===== src/rtl/ooo_types_pkg.sv =====
// Shared types for the out-of-order issue/scoreboard slice.
// Register index, ROB tag, writeback clear bundle and helpers.
package ooo_types_pkg;

  localparam int REG_IDX_W    = 5;
  localparam int ROB_TAG_W    = 4;
  localparam int NUM_WB_PORTS = 4;

  typedef logic [REG_IDX_W-1:0] regidx_t;
  typedef logic [ROB_TAG_W-1:0] rob_tag_t;

  typedef struct packed {
    logic     valid;
    regidx_t  rd;
    rob_tag_t tag;
  } wb_clear_t;

  typedef enum logic [1:0] {
    WB_ARITH,
    WB_MUL,
    WB_DIV,
    WB_LS
  } wb_port_e;

  function automatic logic [5:0] popcount(input logic [31:0] v);
    logic [5:0] c;
    c = '0;
    for (int i = 0; i < 32; i++) begin
      c = c + 6'(v[i]);
    end
    return c;
  endfunction

endpackage


===== src/rtl/ooo_sb_entry.sv =====
// One scoreboard entry: busy bit plus owning ROB tag.
// Ports: set/set_tag from dispatch, clr_req/wb_tag from writeback, flush.
module ooo_sb_entry
  import ooo_types_pkg::*;
(
  input  logic                          clk,
  input  logic                          rst_n,
  input  logic                          set,
  input  rob_tag_t                      set_tag,
  input  logic     [NUM_WB_PORTS-1:0]   clr_req,
  input  rob_tag_t [NUM_WB_PORTS-1:0]   wb_tag,
  input  logic                          flush,
  output logic                          busy,
  output logic                          busy_nxt,
  output logic                          clr_hit
);

  logic     busy_q, busy_d;
  rob_tag_t tag_q, tag_d;

  always_comb begin
    clr_hit = 1'b0;
    for (int p = 0; p < NUM_WB_PORTS; p++) begin
      if (clr_req[p] && wb_tag[p] == tag_q) clr_hit = 1'b1;
    end
    clr_hit = clr_hit & busy_q;

    busy_d = busy_q;
    tag_d  = tag_q;
    // flush beats dispatch; dispatch beats a same-cycle clear
    if (flush) begin
      busy_d = 1'b0;
    end else if (set) begin
      busy_d = 1'b1;
      tag_d  = set_tag;
    end else if (clr_hit) begin
      busy_d = 1'b0;
    end
  end

  always_ff @(posedge clk or negedge rst_n) begin
    if (!rst_n) begin
      busy_q <= 1'b0;
      tag_q  <= '0;
    end else begin
      busy_q <= busy_d;
      tag_q  <= tag_d;
    end
  end

  assign busy     = busy_q;
  assign busy_nxt = busy_d;

endmodule


===== src/rtl/ooo_reg_scoreboard.sv =====
// Register busy scoreboard: dispatch sets, tagged writeback clears.
// Ports: rs1/rs2/rd lookup, dispatch, NUM_WB wb ports, flush, counts.
module ooo_reg_scoreboard
  import ooo_types_pkg::*;
#(
  parameter int NUM_REGS = 32,
  parameter int TAG_W    = ROB_TAG_W,
  parameter int NUM_WB   = NUM_WB_PORTS
) (
  input  logic                    CLK,
  input  logic                    nRST,
  input  logic [4:0]              rs1,
  input  logic [4:0]              rs2,
  input  logic [4:0]              rd,
  input  logic                    dispatch_en,
  input  logic [TAG_W-1:0]        dispatch_tag,
  input  logic [NUM_WB-1:0]       wb_valid,
  input  logic [NUM_WB*5-1:0]     wb_rd,
  input  logic [NUM_WB*TAG_W-1:0] wb_tag,
  input  logic                    flush,
  output logic                    rs1_busy,
  output logic                    rs2_busy,
  output logic                    rd_busy,
  output logic [5:0]              busy_count,
  output logic                    all_clear
);

  wb_clear_t [NUM_WB-1:0] wb;
  rob_tag_t  [NUM_WB-1:0] wb_tags;

  always_comb begin
    for (int p = 0; p < NUM_WB; p++) begin
      wb[p].valid = wb_valid[p];
      wb[p].rd    = wb_rd[p*5 +: 5];
      wb[p].tag   = wb_tag[p*TAG_W +: TAG_W];
      wb_tags[p]  = wb[p].tag;
    end
  end

  logic [NUM_REGS-1:0] busy, busy_nxt, hit_v;

  // x0 never tracks a writer
  assign busy[0]     = 1'b0;
  assign busy_nxt[0] = 1'b0;
  assign hit_v[0]    = 1'b0;

  for (genvar r = 1; r < NUM_REGS; r++) begin : g_ent
    logic              set;
    logic [NUM_WB-1:0] clr_req;

    assign set = dispatch_en && (rd == 5'(r));

    always_comb begin
      for (int p = 0; p < NUM_WB; p++) begin
        clr_req[p] = wb[p].valid && (wb[p].rd == 5'(r));
      end
    end

    ooo_sb_entry u_ent (
      .clk      (CLK),
      .rst_n    (nRST),
      .set      (set),
      .set_tag  (dispatch_tag),
      .clr_req  (clr_req),
      .wb_tag   (wb_tags),
      .flush    (flush),
      .busy     (busy[r]),
      .busy_nxt (busy_nxt[r]),
      .clr_hit  (hit_v[r])
    );
  end

  logic [5:0] count_q, count_d;

  assign count_d = popcount(busy_nxt);

  always_ff @(posedge CLK or negedge nRST) begin
    if (!nRST) count_q <= '0;
    else       count_q <= count_d;
  end

  assign rs1_busy   = busy[rs1];
  assign rs2_busy   = busy[rs2];
  assign rd_busy    = busy[rd];
  assign busy_count = count_q;
  assign all_clear  = (count_q == '0);

  // redispatch is legal only when the old writer retires this same cycle
  a_no_busy_dispatch : assert property (
    @(posedge CLK) disable iff (!nRST)
    !(dispatch_en && !flush && rd != '0 && busy[rd] && !hit_v[rd])
  );

endmodule


===== config.mk =====
export PLATFORM = sky130hd
export DESIGN_NAME = ooo_reg_scoreboard
export DESIGN_NICKNAME = d
export VERILOG_FILES = /design/src/rtl/ooo_types_pkg.sv /design/src/rtl/ooo_sb_entry.sv /design/src/rtl/ooo_reg_scoreboard.sv
export SDC_FILE = /design/constraint.sdc
export NUM_CORES = 1
export LEC_CHECK = 0
export CORE_ASPECT_RATIO = 0.9
export CORE_MARGIN = 4
export CORE_UTILIZATION = 40
export DETAILED_ROUTE_END_ITERATION = 16
export GPL_TIMING_DRIVEN = 0
export SLEW_MARGIN = 0
export SYNTH_ARGS = -nofsm -noshare
export SYNTH_HDL_FRONTEND = slang
export SYNTH_SLANG_ARGS = --single-unit

===== constraint.sdc =====
create_clock -name CLK -period 9 [get_ports CLK]
set_input_delay 1.8 -clock CLK [delete_from_list [all_inputs] [get_ports CLK]]
set_output_delay 1.8 -clock CLK [all_outputs]
set_load 0.02 [all_outputs]

==> results.yml, run 1 <==
run_status:
  status: "complete, no violations"
synthesis:
  post_synth_instance_area_sq_um: 15060
  netlist_instances: 1576
  synth_enable_flop_cells: 0
  synth.cells.most_frequent: "sky130_fd_sc_hd__xor2_1, sky130_fd_sc_hd__xnor2_1, sky130_fd_sc_hd__dfrtp_1"
  distinct_cells_synth: 58
  yosysMostFrequentCell: "sky130_fd_sc_hd__xor2_1"
  post_synth.cell_area_avg_sq_um: 9.553
  syn_nets: 1669
  dominantRegCellSynth: "sky130_fd_sc_hd__dfrtp_1"
  synth_seq_area_share: 0.2676
  yosys_warnings: 0
  yosys-top-cells-area: "sky130_fd_sc_hd__dfrtp_1, sky130_fd_sc_hd__xor2_1, sky130_fd_sc_hd__xnor2_1, sky130_fd_sc_hd__mux2_2, sky130_fd_sc_hd__mux4_2"
  post-synth-top-area-fraction: 0.2676
  async_reset_ff_frac: 1.000
  synth.largest_area_cell: "sky130_fd_sc_hd__dfrtp_1"
  ys_seq_elements: 161
critical_path:
  reg2reg_setup_slack_ns: 2.43
  ff2ff_path_depth: 22
  critical_path.reg2reg.endpoint: "busy_count[4]$_DFF_PN0_"
  crit_path_start_kind: "input pin"
  worstSetupEndpointType: "register"
  cp_max_fo: 10
  data_required_critical_path_ns: 9.39
  reg_to_reg_startpoint: "g_ent[26].u_ent.tag_q[0]$_DFFE_PN0P_"
  worst_ep_arrival_time_ns: 9.07
  critical_path_class: "input pin to register"
detailed_routing:
  route.detailed.vias_per_inst: 6.248
  wirelength_mm: 70.39
  vias: 13360
  drc: 0
  dr.first_iter.drc_count: 1985
  first_pass_iters: 7
  post_drt_wl_per_cell_um: 32.91
  detail-route-antenna-nets: 0
power:
  pwr-share-seq: 0.336
  pwr-share-clk: 0.296
  net-switching-power_uw: 913.6
  powerDensity_nw_per_um2: 146.7
  share_comb_of_total_power: 0.368
  power.switching_fraction: 0.3722
  internal_cell_power_uw: 1541
  total_leakage_power_uw: 0.006975
  ir_worst_vdd_v: 0.0001375
timing:
  setup_repair_after_global_routing_missed_its_margin: "no"
  min_period_ns: 8.684
  timing_max_transition_violations_final: 0
  finalCritPeriodShare: 0.9649
  final.setup.worst_slack_ns: 0.3156
  worst_pin_slew_ns: 1.408
  hold_viol_final: 0
  setup-violations-final: 0
  timing.slew.headroom: 0.05420
  achievable-frequency_mhz: 115.1
  clock_skew_ns: 0.009027
worst_hold_path:
  min_from: "g_ent[20].u_ent.busy$_DFF_PN0_"
  hp-class: "register to register"
  min_delay_worst_endpoint: "g_ent[20].u_ent.busy$_DFF_PN0_"
  hold-path-cell-count: 2
placement:
  dpl_worst_slack_ns: -0.2452
  numPortBuffers: 44
  routabilityCongestion: 1.045
  dp_hpwl_mm: 51.71
  placed_cell_area_sq_um: 16160
cts:
  cts_buffer_depth: 2
  cts_num_sinks: 161
  post_cts_buffers: 0
  cts_max_level: 4
  tritoncts.num_buffers: 17
  hold_buffers: 0
  cts.root.buffer_cell: "sky130_fd_sc_hd__clkbuf_16"
  path_clk_slew_ns: 0.07
  clk-insertion-delay-late_ns: 0.47
  ctsResizeCount: 0
  cts_tree: "done"
run:
  max_cap_violations: 0
floorplanning:
  rows: 67
  core-area_sq_um: 37220
  die_width_um: 212.5
  start_util: 0.4045
  design.die.area_sq_um: 40810
  die_height_um: 192.1
  ioPinCount: 73
global_route:
  global_route.usage.total: 0.3443
  overflow_left_after_global_routing: 0
  grt_pass1_wl_mm: 97.92
  grt_pass1_vias: 12690
  grt_max_degree: 105
  antenna_found_initial: 2
cells_and_area:
  area_growth_syn_to_layout_pct: 11.14
  final_design_area_no_fill_sq_um: 16730
  share_of_post_route_cells_with_drive_strength_above_1: 0.1983
  finish.net_count: 1734
==> layer usage <==
metal | track usage | share of wire | up-vias
met5 | 0 | 0 | -
met4 | 0.1575 | 0.060 | 0
met3 | 0.1231 | 0.13 | 266
met2 | 0.4896 | 0.40 | 996
met1 | 0.4676 | 0.41 | 6561
li1 | - | - | 5541
==> cells by family (layout without fill, tap and decap cells) <==
logic type	Yosys count	count (layout)	share of synthesized area
xor gates and xnor gates	497	497	0.2891
and+or+nand+nor	367	367	0.1420
buffers and inverters	259	337	0.07820
DFF	161	161	0.2676
muxes	153	153	0.1323
AOI/OAI and AO/OA	109	109	0.05435
adders and majority gates	30	30	0.03640
other	0	2	0
==> final cells by class <==
type	instances	area, sq um
Inverter	32	120.1
Clock inverter	11	81.33
Timing Repair Buffer	46	484.2
Sequential cell	161	4029
Buffer	227	1057
Multi-Input combinational cell	1156	9872
Tap cell	483	604.3
Clock buffer	21	480.5
Antenna cell	2	5.005
Fill cell	3641	20490
==> layout by cell type, fill, tap and decap left out, drive strengths merged, types with 19 or more instances in the layout <==
master         instances
clkbuf               127
dfrtp                161
nor4                  58
buf                  124
mux4                  24
clkdlybuf4s50         43
nand4                 53
nor2                  30
nor3                  29
nand3                 69
xnor2                217
o311ai                19
nand2                 37
mux2                 128
inv                   33
xor2                 280
fa                    23
==> sequential cells by signal, indices dropped and copies added, names as in the netlist <==
register,cells
g_ent.u_ent.tag_q,124
g_ent.u_ent.busy,31
busy_count,6
==> power groups by stage <==
stage / clock network (uW) / logic, uW / registers, uW
after floorplan: 0 / 626 / 834
after global placement: 0 / 861 / 838
after detailed placement: 0 / 878 / 838
after CTS: 737 / 883 / 824
after global routing: 765 / 957 / 831
final: 727 / 904 / 825
==> through the flow <==
step	utilization	hold slack [ns]	cells	setup TNS [ns]	power [uW]
2_1_floorplan	-	0.5487	1576	0	1460
3_3_place_gp	0.4326	0.6418	2103	-150.14	1699
3_5_place_dp	0.4342	0.6406	2105	-0.2452	1717
4_1_cts	0.4493	0.6499	2137	0	2444
5_1_grt	0.4494	0.6990	2137	0	2552
6_report	0.4496	0.6483	2139	0	2455
==> critical path, cell delays in order <==
cell	delay [ns]
sky130_fd_sc_hd__clkdlybuf4s50_1	0.55
sky130_fd_sc_hd__clkbuf_1	0.59
sky130_fd_sc_hd__nor2b_1	0.97
sky130_fd_sc_hd__nand3_1	0.19
sky130_fd_sc_hd__o311ai_0	0.19
sky130_fd_sc_hd__o21ai_0	0.29
sky130_fd_sc_hd__fa_1	0.56
sky130_fd_sc_hd__inv_1	0.06
sky130_fd_sc_hd__fa_1	0.50
sky130_fd_sc_hd__inv_1	0.05
sky130_fd_sc_hd__fa_1	0.48
sky130_fd_sc_hd__inv_1	0.07
sky130_fd_sc_hd__fa_1	0.50
sky130_fd_sc_hd__fa_1	0.52
sky130_fd_sc_hd__inv_1	0.05
sky130_fd_sc_hd__fa_1	0.43
sky130_fd_sc_hd__inv_1	0.08
sky130_fd_sc_hd__fa_1	0.16
sky130_fd_sc_hd__inv_1	0.07
sky130_fd_sc_hd__fa_1	0.46
sky130_fd_sc_hd__a21o_1	0.19
sky130_fd_sc_hd__a21oi_1	0.17
sky130_fd_sc_hd__xnor2_1	0.13
==> how the worst max path moves through the flow <==
stage                     startpoint                                   to  depth (start not counted)
after CTS                  wb_rd[16]              busy_count[4]$_DFF_PN0_                         24
after global placement          nRST  g_ent[7].u_ent.tag_q[1]$_DFFE_PN0P_                          1
final                      wb_rd[18]              busy_count[4]$_DFF_PN0_                         23
after detailed placement   wb_rd[16]              busy_count[4]$_DFF_PN0_                         24
after global routing       wb_rd[18]              busy_count[4]$_DFF_PN0_                         23
after floorplan            wb_tag[4]              busy_count[4]$_DFF_PN0_                         22
Power figures use the tool's default switching activity.
==> inputs of run 2 (changes only) <==
--- a/config.mk
+++ b/config.mk
@@ -5,6 +5,7 @@
 export SDC_FILE = /design/constraint.sdc
 export NUM_CORES = 1
 export LEC_CHECK = 0
+export CAP_MARGIN = 30
 export CORE_ASPECT_RATIO = 0.9
 export CORE_MARGIN = 4
 export CORE_UTILIZATION = 40
==> constraint.sdc (replaced) <==
create_clock -name CLK -period 7.7 [get_ports CLK]
set_input_delay 1.54 -clock CLK [delete_from_list [all_inputs] [get_ports CLK]]
set_output_delay 1.54 -clock CLK [all_outputs]
set_load 0.02 [all_outputs]
==> run 2 against run 1 <==
Net effect:
- flip-flop and latch count did not move
- register-to-register slack got worse by 1.2 ns
- first-iteration DRC count rose by 13%
- worst hold slack improved by 0.0064 ns
- critical path depth fell by 1
- total power rose by 18%
- largest power group unchanged
==> results.yml, run 2 (synthesis gave the netlist of run 1 again) <==
placement:
  numPortBuffers: 44
  routabilityCongestion: 1.045
  dp_hpwl_mm: 52.36
global_route:
  antenna_found_initial: 5
  grt_pass1_wl_mm: 98.02
  global_route.usage.total: 0.3450
  grt_max_degree: 105
  overflow_left_after_global_routing: 0
  grt_pass1_vias: 12670
detailed_routing:
  detail-route-antenna-nets: 0
  dr.first_iter.drc_count: 2245
  drc: 0
  wirelength_mm: 70.80
  first_pass_iters: 8
  route.detailed.vias_per_inst: 6.268
  vias: 13510
  post_drt_wl_per_cell_um: 32.85
floorplanning:
  core-area_sq_um: 37220
  start_util: 0.4045
  design.die.area_sq_um: 40810
  die_height_um: 192.1
  rows: 67
  die_width_um: 212.5
  ioPinCount: 73
critical_path:
  cp_max_fo: 10
  data_required_critical_path_ns: 8.09
  cp-startpoint: "wb_rd[17]"
  cpMaxStageDelayCell: "sky130_fd_sc_hd__nor2_2"
  crit_path_start_kind: "input pin"
  worstSetupEndpointType: "register"
  worst_ep_arrival_time_ns: 7.98
  reg_to_reg_startpoint: "g_ent[26].u_ent.tag_q[0]$_DFFE_PN0P_"
  critical_path.most_common_cell: "sky130_fd_sc_hd__fa_1"
  critical_path_class: "input pin to register"
  crit_chain: "clkdlybuf4s50_1 -> clkbuf_2 -> nor2_2 -> nand2_1 -> o21ai_0 -> o31a_1 -> fa_1 -> inv_1 -> fa_1 -> inv_1 -> fa_1 -> fa_1 -> fa_1 -> inv_1 -> fa_1 -> inv_1 -> fa_1 -> inv_1 -> fa_1 -> a21o_1 -> a21oi_2 -> xnor2_1"
  worst_path_largest_cell_delay_ns: 0.68
cells_and_area:
  final_cell_mix: "sky130_fd_sc_hd__xor2_1, sky130_fd_sc_hd__xnor2_1, sky130_fd_sc_hd__dfrtp_1"
  layout_commonest_cell: "sky130_fd_sc_hd__xor2_1"
  largest_register_ff_count: 124
  share_of_post_route_cells_with_drive_strength_above_1: 0.2286
  postLayoutCoreUtil: 0.4591
  finish.net_count: 1751
  registers.top_by_ff_count: "g_ent.u_ent.tag_q"
  area_growth_syn_to_layout_pct: 13.49
power:
  total_leakage_power_uw: 0.007213
  powerDensity_nw_per_um2: 169.2
  ir_worst_vdd_v: 0.0001571
worst_hold_path:
  min_from: "g_ent[20].u_ent.busy$_DFF_PN0_"
  hp-class: "register to register"
timing:
  worst_pin_slew_ns: 0.8976
  setup-violations-final: 0
  timing.slew.headroom: 0.3952
  finalCritPeriodShare: 0.9851
  hold_viol_final: 0
  min_period_ns: 7.585
  achievable-frequency_mhz: 131.8
  clock_skew_ns: 0.01012
  min_hold_slack_ns: 0.6547
  timing_max_transition_violations_final: 0
run_status:
  status: "complete, no violations"
cts:
  cts_num_sinks: 161
  path_clk_slew_ns: 0.07
  clk-insertion-delay-late_ns: 0.48
  cts_buffer_depth: 2
  hold_buffers: 0
  cts_max_level: 4
  tritoncts.num_buffers: 17
  cts_tree: "done"
  cts.root.buffer_cell: "sky130_fd_sc_hd__clkbuf_16"
run:
  max_cap_violations: 0
run 2: area by class of cell:
| class | instances | area [sq um] |
|---|---|---|
| Fill cell | 3613 | 20130 |
| Multi-Input combinational cell | 1156 | 10020 |
| Sequential cell | 161 | 4029 |
| Buffer | 227 | 1107 |
| Timing Repair Buffer | 63 | 640.6 |
| Tap cell | 483 | 604.3 |
| Clock buffer | 20 | 446.7 |
| Inverter | 32 | 120.1 |
| Clock inverter | 12 | 111.4 |
| Antenna cell | 1 | 2.502 |
run 2: worst paths after layout:
kind | slack (ns) | cells after the start | to
worst max-delay path | 0.11 | 22 | busy_count[4]$_DFF_PN0_
worst min-delay path | 0.65 | 2 | g_ent[20].u_ent.busy$_DFF_PN0_
worst max register to register | 1.26 | 22 | busy_count[4]$_DFF_PN0_
worst min register to register | 0.65 | 2 | g_ent[20].u_ent.busy$_DFF_PN0_
max in group asynchronous | 5.79 | 2 | g_ent[12].u_ent.tag_q[0]$_DFFE_PN0P_
min in group asynchronous | 0.99 | 1 | g_ent[20].u_ent.tag_q[0]$_DFFE_PN0P_
run 2: critical path, delay by kind of cell:
| kind | cells | cell delay, ns |
|---|---|---|
| simple gates | 2 | 0.79 |
| buf+inv | 7 | 1.27 |
| fa+ha+maj | 8 | 3.37 |
| xor+xnor | 1 | 0.12 |
| compound gates | 4 | 0.88 |
run 2: where the power goes:
group	switching [uW]	leakage, uW	total (uW)	internal (uW)
combinational	642	0.00479	1070	427
sequential	28.9	0.00216	964	935
clock	403	0.000266	857	454
total	1070	0.00721	2890	1820
run 2: per-stage QoR:
stage	instances	setup TNS, ns	cell area, sq um	worst slack [ns]	total power, uW
after CTS	2150	0	16910	0.01387	2871
after detailed placement	2115	-4.358	16270	-1.026	2011
after global routing	2154	-0.04410	17080	-0.04410	2999
after global placement	2103	-323.21	16100	-1.999	1986
after floorplan	1576	0	15060	0.5470	1707
final	2155	0	17090	0.1150	2891
run 2: per-layer routing:
metal,vias to the layer above,GRT usage,wire length (um)
met2,1022,0.4882,28530
met1,6624,0.4678,27750
met5,-,0.004926,92
met3,274,0.1168,10060
met4,10,0.1736,4372
li1,5578,-,-
run 2: timing repair:
item | in CTS | in global routing
buffers inserted | 3 | 3
setup endpoints to repair | 5 | 4
pin swaps | 2 | 5
gates resized for setup | 23 | 67
endpoints found under the hold margin | 0 | 0
cloned | 0 | 0
